`src/rtl/jtag_uart_sys_pkg.sv`:
```
`default_nettype none
// ============================================================
// Module  : jtag_uart_sys_pkg
// Brief   : shared state, command and helper definitions
// Revision: 1.0
// ============================================================
package jtag_uart_sys_pkg;

    typedef enum logic [2:0] {
        ST_IDLE   = 3'd0,
        ST_HDR    = 3'd1,
        ST_WDATA  = 3'd2,
        ST_WFLUSH = 3'd3,
        ST_ACK    = 3'd4,
        ST_RREQ   = 3'd5,
        ST_RWAIT  = 3'd6,
        ST_RSEND  = 3'd7
    } state_t;

    localparam logic [7:0] CMD_WRITE = 8'h57;
    localparam logic [7:0] CMD_READ  = 8'h52;
    localparam int         HDR_LEN   = 4;

    function automatic logic [7:0] lane_byte(input logic [31:0] word, input logic [1:0] lane);
        return word[8*lane +: 8];
    endfunction

endpackage
`default_nettype wire

```
`src/rtl/jtag_uart_sys_byte_packer.sv`:
```
`default_nettype none
// ============================================================
// Module  : jtag_uart_sys_byte_packer
// Brief   : little-endian lane registers, byte-enable mask, flush request
// Revision: 1.0
// ============================================================
module jtag_uart_sys_byte_packer
    import jtag_uart_sys_pkg::*;
(
    input  logic        clk,
    input  logic        reset_n,
    input  logic        i_accept,
    input  logic [1:0]  i_lane,
    input  logic [7:0]  i_byte,
    input  logic        i_last,
    input  logic        i_clear,
    output logic [31:0] o_wbuf_nxt,
    output logic [3:0]  o_be_nxt,
    output logic        o_flush_req
);

    logic [31:0] r_wbuf;
    logic [3:0]  r_be;

    // Next-cycle view is exported so the flush write can include the byte accepted this cycle.
    for (genvar l = 0; l < 4; l++) begin : g_lane
        logic w_hit;
        assign w_hit                  = i_accept && (i_lane == 2'(l));
        assign o_wbuf_nxt[8*l +: 8]   = w_hit ? i_byte : r_wbuf[8*l +: 8];
        assign o_be_nxt[l]            = w_hit | r_be[l];
    end

    assign o_flush_req = i_accept && ((i_lane == 2'd3) || i_last);

    always_ff @(posedge clk or negedge reset_n) begin
        if (!reset_n) begin
            r_wbuf <= '0;
            r_be   <= '0;
        end else begin
            r_wbuf <= o_wbuf_nxt;
            r_be   <= i_clear ? 4'b0000 : o_be_nxt;
        end
    end

endmodule
`default_nettype wire

```
`src/rtl/jtag_uart_sys_mem_loader.sv`:
```
`default_nettype none
// ============================================================
// Module  : jtag_uart_sys_mem_loader
// Brief   : framed byte-command engine loading/dumping on-chip RAM
// Revision: 1.0
// ============================================================
module jtag_uart_sys_mem_loader
    import jtag_uart_sys_pkg::*;
#(
    parameter int         ADDR_W   = 11,
    parameter logic [7:0] ACK_BYTE = 8'h4B
) (
    input  logic              clk,
    input  logic              reset_n,
    input  logic [7:0]        rx_data,
    input  logic              rx_valid,
    output logic              rx_ready,
    output logic [7:0]        tx_data,
    output logic              tx_valid,
    input  logic              tx_ready,
    output logic [ADDR_W-1:0] mem_address,
    output logic [3:0]        mem_byteenable,
    output logic              mem_chipselect,
    output logic              mem_write,
    output logic [31:0]       mem_writedata,
    output logic              mem_clken,
    input  logic [31:0]       mem_readdata,
    output logic              err
);

    localparam int                c_ba_w     = ADDR_W + 2;
    localparam logic [c_ba_w-1:0] c_addr_one = 1;
    localparam logic [ADDR_W-1:0] c_word_one = 1;

    state_t              r_state, w_state_nxt;
    logic [1:0]          r_hdr_cnt;
    logic                r_is_write;
    logic [c_ba_w-1:0]   r_addr;
    logic [15:0]         r_len;
    logic [31:0]         r_rdata;
    logic                r_err;
    logic                r_rx_ready;

    logic [ADDR_W-1:0]   r_mem_address;
    logic [3:0]          r_mem_be;
    logic                r_mem_cs;
    logic                r_mem_we;
    logic [31:0]         r_mem_wdata;

    logic                w_rx_fire;
    logic                w_cmd_known;
    logic [15:0]         w_len_full;
    logic                w_last;
    logic                w_accept;
    logic                w_flush_req;
    logic [31:0]         w_wbuf_nxt;
    logic [3:0]          w_be_nxt;
    logic [ADDR_W-1:0]   w_rd_word;
    logic [7:0]          w_tx_data;
    logic                w_tx_valid;

    assign w_rx_fire   = rx_valid && r_rx_ready;
    assign w_cmd_known = (rx_data == CMD_WRITE) || (rx_data == CMD_READ);
    assign w_len_full  = {rx_data, r_len[7:0]};
    assign w_last      = (r_len == 16'd1);
    assign w_accept    = (r_state == ST_WDATA) && w_rx_fire;
    // A re-request from RSEND always follows lane 3, so it targets the next word.
    assign w_rd_word   = (r_state == ST_RSEND) ? (r_addr[c_ba_w-1:2] + c_word_one)
                                               : r_addr[c_ba_w-1:2];

    jtag_uart_sys_byte_packer u_packer (
        .clk         (clk),
        .reset_n     (reset_n),
        .i_accept    (w_accept),
        .i_lane      (r_addr[1:0]),
        .i_byte      (rx_data),
        .i_last      (w_last),
        .i_clear     (r_state == ST_WFLUSH),
        .o_wbuf_nxt  (w_wbuf_nxt),
        .o_be_nxt    (w_be_nxt),
        .o_flush_req (w_flush_req)
    );

    always_comb begin
        w_state_nxt = r_state;
        case (r_state)
            ST_IDLE: begin
                if (w_rx_fire && w_cmd_known) w_state_nxt = ST_HDR;
            end
            ST_HDR: begin
                if (w_rx_fire && (r_hdr_cnt == 2'(HDR_LEN - 1))) begin
                    if (w_len_full == 16'd0) w_state_nxt = r_is_write ? ST_ACK : ST_IDLE;
                    else                     w_state_nxt = r_is_write ? ST_WDATA : ST_RREQ;
                end
            end
            ST_WDATA:  if (w_flush_req) w_state_nxt = ST_WFLUSH;
            ST_WFLUSH: w_state_nxt = (r_len == 16'd0) ? ST_ACK : ST_WDATA;
            ST_ACK:    if (tx_ready) w_state_nxt = ST_IDLE;
            ST_RREQ:   w_state_nxt = ST_RWAIT;
            ST_RWAIT:  w_state_nxt = ST_RSEND;
            ST_RSEND: begin
                if (tx_ready) begin
                    if (w_last)                    w_state_nxt = ST_IDLE;
                    else if (r_addr[1:0] == 2'd3)  w_state_nxt = ST_RREQ;
                end
            end
            default: w_state_nxt = ST_IDLE;
        endcase
    end

    always_comb begin
        w_tx_valid = 1'b0;
        w_tx_data  = 8'h00;
        case (r_state)
            ST_ACK: begin
                w_tx_valid = 1'b1;
                w_tx_data  = ACK_BYTE;
            end
            ST_RSEND: begin
                w_tx_valid = 1'b1;
                w_tx_data  = lane_byte(r_rdata, r_addr[1:0]);
            end
            default: ;
        endcase
    end

    always_ff @(posedge clk or negedge reset_n) begin
        if (!reset_n) begin
            r_state    <= ST_IDLE;
            r_hdr_cnt  <= '0;
            r_is_write <= 1'b0;
            r_addr     <= '0;
            r_len      <= '0;
            r_rdata    <= '0;
            r_err      <= 1'b0;
            r_rx_ready <= 1'b0;
        end else begin
            r_state    <= w_state_nxt;
            // Registered so rx_ready reads 0 while reset is held.
            r_rx_ready <= (w_state_nxt == ST_IDLE) || (w_state_nxt == ST_HDR) ||
                          (w_state_nxt == ST_WDATA);
            r_err      <= 1'b0;
            case (r_state)
                ST_IDLE: begin
                    if (w_rx_fire) begin
                        r_is_write <= (rx_data == CMD_WRITE);
                        r_hdr_cnt  <= '0;
                        r_err      <= !w_cmd_known;
                    end
                end
                ST_HDR: begin
                    if (w_rx_fire) begin
                        r_hdr_cnt <= r_hdr_cnt + 2'd1;
                        case (r_hdr_cnt)
                            2'd0:    r_addr[7:0]        <= rx_data;
                            2'd1:    r_addr[c_ba_w-1:8] <= rx_data[c_ba_w-9:0];
                            2'd2:    r_len[7:0]         <= rx_data;
                            default: r_len[15:8]        <= rx_data;
                        endcase
                    end
                end
                ST_WDATA: begin
                    if (w_rx_fire) begin
                        r_addr <= r_addr + c_addr_one;
                        r_len  <= r_len - 16'd1;
                    end
                end
                ST_RWAIT: r_rdata <= mem_readdata;
                ST_RSEND: begin
                    if (tx_ready) begin
                        r_addr <= r_addr + c_addr_one;
                        r_len  <= r_len - 16'd1;
                    end
                end
                default: ;
            endcase
        end
    end

    always_ff @(posedge clk or negedge reset_n) begin
        if (!reset_n) begin
            r_mem_address <= '0;
            r_mem_be      <= '0;
            r_mem_cs      <= 1'b0;
            r_mem_we      <= 1'b0;
            r_mem_wdata   <= '0;
        end else begin
            r_mem_cs <= 1'b0;
            r_mem_we <= 1'b0;
            if (w_flush_req) begin
                r_mem_cs      <= 1'b1;
                r_mem_we      <= 1'b1;
                r_mem_address <= r_addr[c_ba_w-1:2];
                r_mem_be      <= w_be_nxt;
                r_mem_wdata   <= w_wbuf_nxt;
            end else if (w_state_nxt == ST_RREQ) begin
                r_mem_cs      <= 1'b1;
                r_mem_we      <= 1'b0;
                r_mem_address <= w_rd_word;
                r_mem_be      <= 4'hF;
            end
        end
    end

    assign rx_ready       = r_rx_ready;
    assign tx_valid       = w_tx_valid;
    assign tx_data        = w_tx_data;
    assign mem_address    = r_mem_address;
    assign mem_byteenable = r_mem_be;
    assign mem_chipselect = r_mem_cs;
    assign mem_write      = r_mem_we;
    assign mem_writedata  = r_mem_wdata;
    assign mem_clken      = 1'b1;
    assign err            = r_err;

endmodule
`default_nettype wire
```
`config.mk`:
```
export PLATFORM = sky130hd
export DESIGN_NAME = jtag_uart_sys_mem_loader
export DESIGN_NICKNAME = d
export VERILOG_FILES = /design/src/rtl/jtag_uart_sys_pkg.sv /design/src/rtl/jtag_uart_sys_byte_packer.sv /design/src/rtl/jtag_uart_sys_mem_loader.sv
export SDC_FILE = /design/constraint.sdc
export NUM_CORES = 1
export LEC_CHECK = 0
export BUFFER_PORTS_ARGS = -buffer_cell sky130_fd_sc_hd__buf_2
export CORE_MARGIN = 3
export CORE_UTILIZATION = 57
export DETAILED_ROUTE_END_ITERATION = 8
export HOLD_SLACK_MARGIN = 0.12
export PLACE_DENSITY = 0.87
export SYNTH_ARGS = -nofsm -noshare
export SYNTH_HDL_FRONTEND = slang
export SYNTH_SLANG_ARGS = --single-unit
```
`constraint.sdc`:
```
create_clock -name clk -period 3.1 [get_ports clk]
set_input_delay 0.155 -clock clk [delete_from_list [all_inputs] [get_ports clk]]
set_output_delay 0.155 -clock clk [all_outputs]
set_load 0.01 [all_outputs]
```
==> results of run 1 <==
==> through the flow <==
stage          instances  total power [W]  utilization, %
5_1_grt              999          0.00921            73.5
3_5_place_dp         927          0.00634            65.1
3_3_place_gp         927          0.00613            65.1
6_report             999          0.00880            73.5
2_1_floorplan        678          0.00542               -
4_1_cts              996          0.00855            73.2
==> state kept, by name (all words and copies together), names as in the netlist, 2 cells and up <==
name,flops
r_rdata,32
mem_writedata,32
r_addr,13
r_len,16
mem_address,11
u_packer.r_wbuf,32
r_hdr_cnt,2
mem_byteenable,4
r_state,3
u_packer.r_be,4
==> cells by family after synthesis <==
group           Yosys count  share of synthesized area (%)
simple gates            250                           15.5
flops                   154                           52.3
other cells               1                         0.0509
compound gates          119                           11.0
buf+inv                  45                           2.97
fa+ha+maj                14                           2.38
xor+xnor                 12                           1.43
mux                      83                           14.3
==> routing by layer <==
| layer | up-vias | track usage [%] | share of wire [%] |
|---|---|---|---|
| li1 | 2662 | - | - |
| met1 | 2998 | 34.9 | 36 |
| met2 | 435 | 49.7 | 49 |
| met3 | 111 | 7.49 | 8.8 |
| met4 | 0 | 19.0 | 6.1 |
| met5 | - | 0 | 0 |
==> power breakdown <==
part           switching, W  leakage, nW  internal [W]
clock network      0.000890        0.280       0.00120
logic               0.00162         2.08       0.00143
registers          0.000730         1.89       0.00293
==> cell type report <==
type / count / area, sq um / area share [%]
well taps: 168 / 210 / 2.32
clock buffers: 18 / 429 / 4.74
repair buffers: 155 / 997 / 11.0
multi-input cells: 481 / 3360 / 37.2
clock inverters: 14 / 160 / 1.77
inverters: 9 / 33.8 / 0.373
flip-flops and latches: 154 / 3850 / 42.6
==> synth_stat cells (all sizes together), types with 2 or more instances <==
library cell	instances	area share, %
ha	14	2.4
a22o	2	0.24
o21ba	3	0.41
o22a	11	1.3
nand2	133	6.8
a22oi	3	0.31
a211oi	2	0.27
or2	2	0.17
nand2b	4	0.34
o21ai	27	2.1
dfrtp	154	52
and3	6	0.51
mux2	75	12
a21o	2	0.22
o21a	10	1.0
or3	4	0.34
nor4	7	0.88
xnor2	7	0.83
nor3	11	0.75
buf	20	1.7
o22ai	4	0.34
and2	7	0.59
nand3	9	0.61
nor2	46	2.4
xor2	5	0.59
mux4	8	2.4
inv	9	0.46
a21oi	32	2.2
clkbuf	16	0.82
nor2b	7	0.59
a31oi	12	1.0
nand4	7	0.59
==> critical path, cell delays in order (launching register included) <==
cell and delay, ns:
dfrtp_1 0.42, inv_2 0.12, ha_4 0.16, nor4b_4 0.19
nand4_1 0.17, ha_1 0.36, and4b_1 0.20, o21a_1 0.16
a311o_1 0.32, a21oi_4 0.30, o21ai_4 0.17, mux2_4 0.36
==> worst max path at each step <==
stage	start	endpoint	cells past startpoint
2_1_floorplan	r_len[0]	mem_address[10]	12
3_3_place_gp	r_len[0]	mem_address[2]	11
3_5_place_dp	r_len[0]	mem_address[1]	11
4_1_cts	r_len[1]	mem_address[5]	11
5_1_grt	r_len[0]	mem_address[5]	11
6_report	r_len[0]	mem_address[5]	11
==> timing repair <==
item	4_1_cts	5_1_grt
resized for setup	7	4
hold buffers	34	0
setup buffers	1	3
hold endpoints to repair	154	0
cloned	2	0
pin swaps	4	4
endpoints found under the setup margin	11	15
==> results.toml, run 1 <==
[run_status]
status = "finished clean"

[layout]
layout_common_cells = "dfrtp_1, nand2_1, buf_2, mux2_2, nor2_1"
final_common_cell = "dfrtp_1"
diodes = 0
layout.nets = 876
fin_area_sq_um = 9050
area_delta_synth_final_pct = 22.8
drive_gt1_share_pct = 31.0
nFillCells = 787

[floorplanning]
start_util_pct = 59.8
dieHeight_um = 120
num_rows = 40
dieArea_sq_um = 14300
io_pins = 105
die_x_um = 120
core_area_sq_um = 12300

[timing]
max_slew_margin_pct = 17.8
finalClockSkew_ns = 0.0104
clock.fmax_ghz = 0.327
post-route-period-util_pct = 98.7
tightest_slew_ns = 1.22
slew_viol_final = 0
setup_ws_ns = 0.0397
finalSetupTns_ns = 0
fin_crit_ns = 3.06
hold_viol = 0
finalSetupViolCount = 0
hold_ws_ns = 0.147

[flow_run]
maxCapViolCount = 0

[drt]
wirelength_um = 21200
via_count = 6206
drt_pass1_iterations = 7
detail-route-antenna-nets = 0
drcViolationCount = 0
avgViaCountPerCell = 6.21
avgRoutedWirePerCell_um = 21.2
drt_iter0_markers = 835

[clock_tree]
clk_pin_slew_ns = 0.07
clock_latency_ns = 0.43
numClockSinks = 154
cts_buffers = 17
h-tree-depth = 4
clockBufferDepth = 2
cts_tree = "done"
ctsRootBufferMaster = "clkbuf_16"

[critical_path]
setup.worst_path.end_class = "flip-flop"
r2r-end = "mem_address[5]"
reg2reg_setup_slack_ns = 0.04
reg2reg_from = "r_len[0]"
startpoint_type = "flip-flop"
path_class = "flip-flop to flip-flop"
crit_fanout = 7
worstPathRequired_ns = 3.41
reg2reg_depth = 11
cp.arrival_ns = 3.37

[global_route]
grt_max_degree = 124
grt.total_usage_pct = 30.0
grt_pass1_wl_um = 33100
grt_overflow_total = 0
first_global_vias = 6376
antenna_found_initial = 0

[place]
hpwl_um = 12100
place_ws_ns = -0.0195
place.gp.congestion = 0.957
port_buffers = 103
placed_area_sq_um = 8020

[yosys]
ys_ff_latch = 154
syn_area_sq_um = 7370
yosysUniqueCellTypes = 67
synth_ff_type = "dfrtp_1"
yosysSeqAreaShare_pct = 52.3
syn-num-nets = 736
yosys_warnings = 0
netlist_instances = 678
avgSynthCellArea_sq_um = 10.9
synth-edff-count = 0
async_flop_share_pct = 100

[power_and_ir_drop]
leakagePower_nw = 4.26
p_per_area_nw_per_um2 = 972
ir_drop_mv = 0.672

[min_path]
holdCritPathClass = "primary input to flip-flop"
whs_path_depth = 3
hp-start = "rx_data[0]"
holdPathEnd = "r_is_write"
No activity file was read; power rests on OpenSTA's default activity.
==> run 2: changes to the inputs <==
--- a/config.mk
+++ b/config.mk
@@ -11,6 +11,7 @@
 export DETAILED_ROUTE_END_ITERATION = 8
 export HOLD_SLACK_MARGIN = 0.12
 export PLACE_DENSITY = 0.87
+export RECOVER_POWER = 50
 export SYNTH_ARGS = -nofsm -noshare
 export SYNTH_HDL_FRONTEND = slang
 export SYNTH_SLANG_ARGS = --single-unit
==> results.toml, run 2 (synthesis results as in run 1) <==
[place]
place.gp.congestion = 0.957
port_buffers = 103
hpwl_um = 12100

[critical_path]
reg2reg_depth = 11
startpoint_type = "flip-flop"
reg2reg_setup_slack_ns = 0.05
setup.worst_path.start = "r_len[0]"
reg2reg_from = "r_len[0]"
r2r-end = "mem_address[5]"
crit_fanout = 7
worstPathRequired_ns = 3.41
path_class = "flip-flop to flip-flop"
setup.worst_path.end_class = "flip-flop"
cp.arrival_ns = 3.35
cp-endpoint = "mem_address[5]"

[min_path]
holdCritPathClass = "primary input to flip-flop"

[floorplanning]
dieHeight_um = 120
dieArea_sq_um = 14300
start_util_pct = 59.8
die_x_um = 120
core_area_sq_um = 12300
num_rows = 40
io_pins = 105

[timing]
slew_viol_final = 124
clock.fmax_ghz = 0.328
finalClockSkew_ns = 0.00976
finalSetupTns_ns = 0
fin_crit_ns = 3.05
hold_viol = 0
post-route-period-util_pct = 98.3
tightest_slew_ns = 1.67
finalSetupViolCount = 0
max_slew_margin_pct = -11.6

[global_route]
grt_pass1_wl_um = 33100
grt_overflow_total = 0
antenna_found_initial = 0
first_global_vias = 6376
grt_max_degree = 124
grt.total_usage_pct = 30.0

[layout]
diodes = 0
area_delta_synth_final_pct = 21.7
nFillCells = 826
final_common_cell = "dfrtp_1"
layout.nets = 876
fin_util_pct = 72.8
layout_common_cells = "dfrtp_1, nand2_1, mux2_2, clkbuf_1, buf_2"
drive_gt1_share_pct = 24.7

[clock_tree]
cts_buffers = 17
ctsRootBufferMaster = "clkbuf_16"
clk_pin_slew_ns = 0.07
h-tree-depth = 4
cts_tree = "done"
clockBufferDepth = 2
clock_latency_ns = 0.43
numClockSinks = 154

[run_status]
violations = "capacitance limit, slew limit"
status = "finished, violations left"

[drt]
avgViaCountPerCell = 6.22
via_count = 6212
wirelength_um = 21200
avgRoutedWirePerCell_um = 21.2
detail-route-antenna-nets = 0
drt_iter0_markers = 786
drcViolationCount = 0
drt_pass1_iterations = 5

[power_and_ir_drop]
ir_drop_mv = 0.661
p_per_area_nw_per_um2 = 974
leakagePower_nw = 4.07

[flow_run]
maxCapViolCount = 1
[run 2: cell count changes in the layout (fill, tap and decap cells not counted), sizes merged]
cell	change
buf	-53
clkbuf	+53
[run 2: per-layer routing]
metal / routed length [um] / GRT usage, % / up-vias / share of wire (%)
li1: - / - / 2660 / -
met1: 7440 / 34.9 / 3026 / 35
met2: 10500 / 49.7 / 412 / 50
met3: 1920 / 7.49 / 114 / 9.1
met4: 1280 / 19.0 / 0 / 6.0
met5: 0 / 0 / - / 0
[run 2: layout make-up]
type                       instances  area (sq um)  area share (%)
sequential                       154          3850            43.0
clock inverter                    14           160            1.79
timing repair buffer             155           926            10.3
tap                              168           210            2.34
clock buffer                      18           429            4.79
multi-input combinational        481          3350            37.4
inverter                           9          33.8           0.377
[run 2: worst min-delay path by stage]
stage                     cells past startpoint           to        startpoint
after floorplan                               0          err           reset_n
final                                         3   r_is_write        rx_data[0]
after detailed placement                      2  r_rdata[20]  mem_readdata[20]
after global placement                        1   r_rdata[4]           reset_n
after global routing                          3   r_is_write        rx_data[0]
after CTS                                     3   r_is_write        rx_data[0]
[run 2: critical path, stage by stage (launching register included)]
cell     delay [ns]
dfrtp_1        0.42
inv_2          0.12
ha_4           0.16
nor4b_4        0.19
nand4_1        0.17
ha_1           0.36
and4b_1        0.20
o21a_1         0.16
a311o_1        0.32
a21oi_4        0.30
o21ai_4        0.17
mux2_4         0.36
[run 2: power by group]
group / leakage, nW / switching, W / internal, W
Clock: 0.280 / 0.000892 / 0.00120
Combinational: 1.89 / 0.00161 / 0.00135
Sequential: 1.89 / 0.000739 / 0.00293
Total: 4.07 / 0.00324 / 0.00548
[run 2: stage by stage]
step / hold WS (ns) / worst slack [ns] / power, W / area (sq um) / instances
floorplan: -0.141 / 0.297 / 0.00542 / 7370 / 678
global placement: 0.383 / 0.149 / 0.00613 / 8020 / 927
detailed placement: 0.394 / -0.0195 / 0.00634 / 8020 / 927
CTS: 0.126 / 0.00136 / 0.00855 / 9010 / 996
global route: 0.142 / -0.0401 / 0.00914 / 8960 / 999
finish: 0.147 / 0.0532 / 0.00873 / 8960 / 999
[run 2: timing repair]
item,CTS,global route
buffers inserted,1,3
gates cloned,2,0
hold buffers,34,0
endpoints found under the hold margin,154,0
pin swaps,4,4
setup endpoints to repair,11,15
gates resized for setup,7,4
==> run 3: changes to the inputs <==
--- a/config.mk
+++ b/config.mk
@@ -7,11 +7,11 @@
 export LEC_CHECK = 0
 export BUFFER_PORTS_ARGS = -buffer_cell sky130_fd_sc_hd__buf_2
 export CORE_MARGIN = 3
-export CORE_UTILIZATION = 57
+export CORE_UTILIZATION = 58
 export DETAILED_ROUTE_END_ITERATION = 8
-export HOLD_SLACK_MARGIN = 0.12
-export PLACE_DENSITY = 0.87
+export PLACE_DENSITY = 0.88
 export RECOVER_POWER = 50
 export SYNTH_ARGS = -nofsm -noshare
 export SYNTH_HDL_FRONTEND = slang
+export SYNTH_HIERARCHICAL = 1
 export SYNTH_SLANG_ARGS = --single-unit
==> results.toml, run 3 <==
[yosys]
yosysSeqAreaShare_pct = 50.7
syn_area_sq_um = 7590
synth_ff_type = "dfrtp_1"
yosys_warnings = 6
synth_top_cell_by_area = "dfrtp_1"
synth.top_cell.area_share_pct = 50.7
syn-num-nets = 712
netlist_instances = 657
yosysUniqueCellTypes = 68
ys_ff_latch = 154
async_flop_share_pct = 100
yosysMostFrequentCell = "dfrtp_1"
yosys-top-cells-count = "dfrtp_1, mux2_2, nor2_1"
avgSynthCellArea_sq_um = 11.6
synth-edff-count = 0
synth_area_leaders = "dfrtp_1, mux2_2, nor2_1"

[layout]
layout_common_cells = "dfrtp_1, mux2_2, nor2_1, buf_2, clkbuf_1"
stdcell_count = 970
final_common_cell = "dfrtp_1"
drive_gt1_share_pct = 27.3
layout.nets = 840
area_delta_synth_final_pct = 20.0
fin_area_sq_um = 9110
diodes = 0

[floorplanning]
num_rows = 41
start_util_pct = 59.7
dieArea_sq_um = 14500
die_x_um = 120
dieHeight_um = 120
io_pins = 105
core_area_sq_um = 12700

[min_path]
holdCritPathClass = "primary input to flip-flop"
whs_path_depth = 2
hp-start = "rx_data[5]"
holdPathEnd = "u_packer/r_wbuf[5]"

[clock_tree]
ctsRootBufferMaster = "clkbuf_16"
clk_pin_slew_ns = 0.07
cts_tree = "done"
clockBufferDepth = 2
cts_buffers = 17
h-tree-depth = 4
numClockSinks = 154
clock_latency_ns = 0.44

[critical_path]
reg2reg_from = "r_len[4]"
crit_fanout = 15
reg2reg_setup_slack_ns = 0.21
cp.arrival_ns = 3.21
r2r-end = "mem_address[4]"
reg2reg_depth = 8
setup.worst_path.end_class = "flip-flop"
worstPathRequired_ns = 3.42
startpoint_type = "flip-flop"
path_class = "flip-flop to flip-flop"

[place]
place.gp.congestion = 0.927
place_ws_ns = 0.175
placed_area_sq_um = 8260
dp_cells = 904
port_buffers = 103
hpwl_um = 12700

[global_route]
antenna_found_initial = 0
grt_overflow_total = 0
grt_pass1_wl_um = 32800
grt_max_degree = 102
grt.total_usage_pct = 29.1
first_global_vias = 6379

[timing]
max_slew_margin_pct = -63.5
setup_ws_ns = 0.206
slew_viol_final = 101
post-route-period-util_pct = 93.4
finalSetupTns_ns = 0
tightest_slew_ns = 2.45
finalSetupViolCount = 0
clock.fmax_ghz = 0.346
hold_viol = 0
fin_crit_ns = 2.89
finalClockSkew_ns = 0.00948

[drt]
wirelength_um = 20400
drt_pass1_iterations = 6
drt_iter0_markers = 880
avgRoutedWirePerCell_um = 21.0
avgViaCountPerCell = 6.46
via_count = 6266
detail-route-antenna-nets = 0
drcViolationCount = 0

[run_status]
violations = "capacitance limit, slew limit"
status = "finished, violations left"

[power_and_ir_drop]
leakagePower_nw = 3.91
ir_drop_mv = 0.563
p_per_area_nw_per_um2 = 1120

[flow_run]
maxCapViolCount = 1
-- run 3: cell count changes after synthesis, sizes merged, moves of 7 or more --
cell	delta
nand2	-105
mux2	+21
a2111oi	+11
a221oi	+11
nor3	+9
o21a	-9
a21oi	+8
nor2	+8
o21ai	-8
nand3	+7
-- run 3: layout make-up --
type                            count  area, sq um
Tap cell                          172          215
Clock buffer                       17          425
Fill cell                         865         3610
Clock inverter                     15          148
Inverter                           13         48.8
Timing Repair Buffer              150          912
Multi-Input combinational cell    449         3510
Sequential cell                   154         3850
-- run 3: routing by layer --
metal | global-route usage, % | part of all wire [%] | wire length, um | vias to the layer above
met5 | 0 | 0 | 0 | -
met4 | 16.3 | 4.9 | 998 | 0
met3 | 7.72 | 8.6 | 1760 | 95
met2 | 45.5 | 49 | 9900 | 413
met1 | 36.9 | 38 | 7710 | 3054
li1 | - | - | - | 2704
-- run 3: cell families (layout without fill, tap and decap cells) --
family	Yosys count	in the layout	share of synthesized area, %
AO/OA/AOI/OAI	145	145	13.3
XOR/XNOR	11	11	1.27
AND/OR/NAND/NOR	172	172	11.8
adder cells (fa/ha/maj)	11	11	1.81
multiplexers	109	109	17.7
flip-flops	154	154	50.7
buffers and inverters	54	195	3.33
other	1	1	0.0494
-- run 3: what timing repair did --
item                       in CTS  in global routing
hold endpoints to repair      132                  0
hold buffers                   33                  0
setup endpoints to repair       0                 16
gates resized for setup         0                  3
setup buffers                   0                  1
-- run 3: power breakdown --
group | leakage (nW) | internal [W] | switching, W
Clock | 0.274 | 0.00107 | 0.000945
Combinational | 1.77 | 0.00195 | 0.00243
Sequential | 1.86 | 0.00299 | 0.000793
Total | 3.91 | 0.00600 | 0.00416
-- run 3: worst max path at each step --
stage | cells past startpoint | startpoint | slack (ns) | to
6_report | 8 | r_len[4] | 0.21 | mem_address[4]
3_5_place_dp | 9 | r_len[0] | 0.17 | mem_address[4]
5_1_grt | 9 | r_len[1] | -0.0002 | mem_address[4]
3_3_place_gp | 10 | r_len[0] | 0.34 | mem_address[10]
2_1_floorplan | 9 | r_len[4] | 0.46 | mem_writedata[10]
4_1_cts | 9 | r_len[0] | 0.17 | mem_address[5]
-- run 3: metrics by stage --
step	hold slack (ns)	util [%]	total power (W)
after floorplan	-0.141	-	0.00668
after CTS	0.107	72.0	0.0101
after global routing	0.112	71.6	0.0107
final	0.127	71.6	0.0102
after detailed placement	0.315	64.9	0.00794
after global placement	0.300	64.9	0.00762
-- run 3: worst max-delay path, cell delays in order (launching register included) --
cell and delay [ns]:
dfrtp_1 0.49, nor4_4 0.43, nand4_1 0.23, ha_1 0.25
and4b_1 0.23, o32ai_1 0.07, a31o_2 0.32, a211o_4 0.43
a221oi_1 0.32
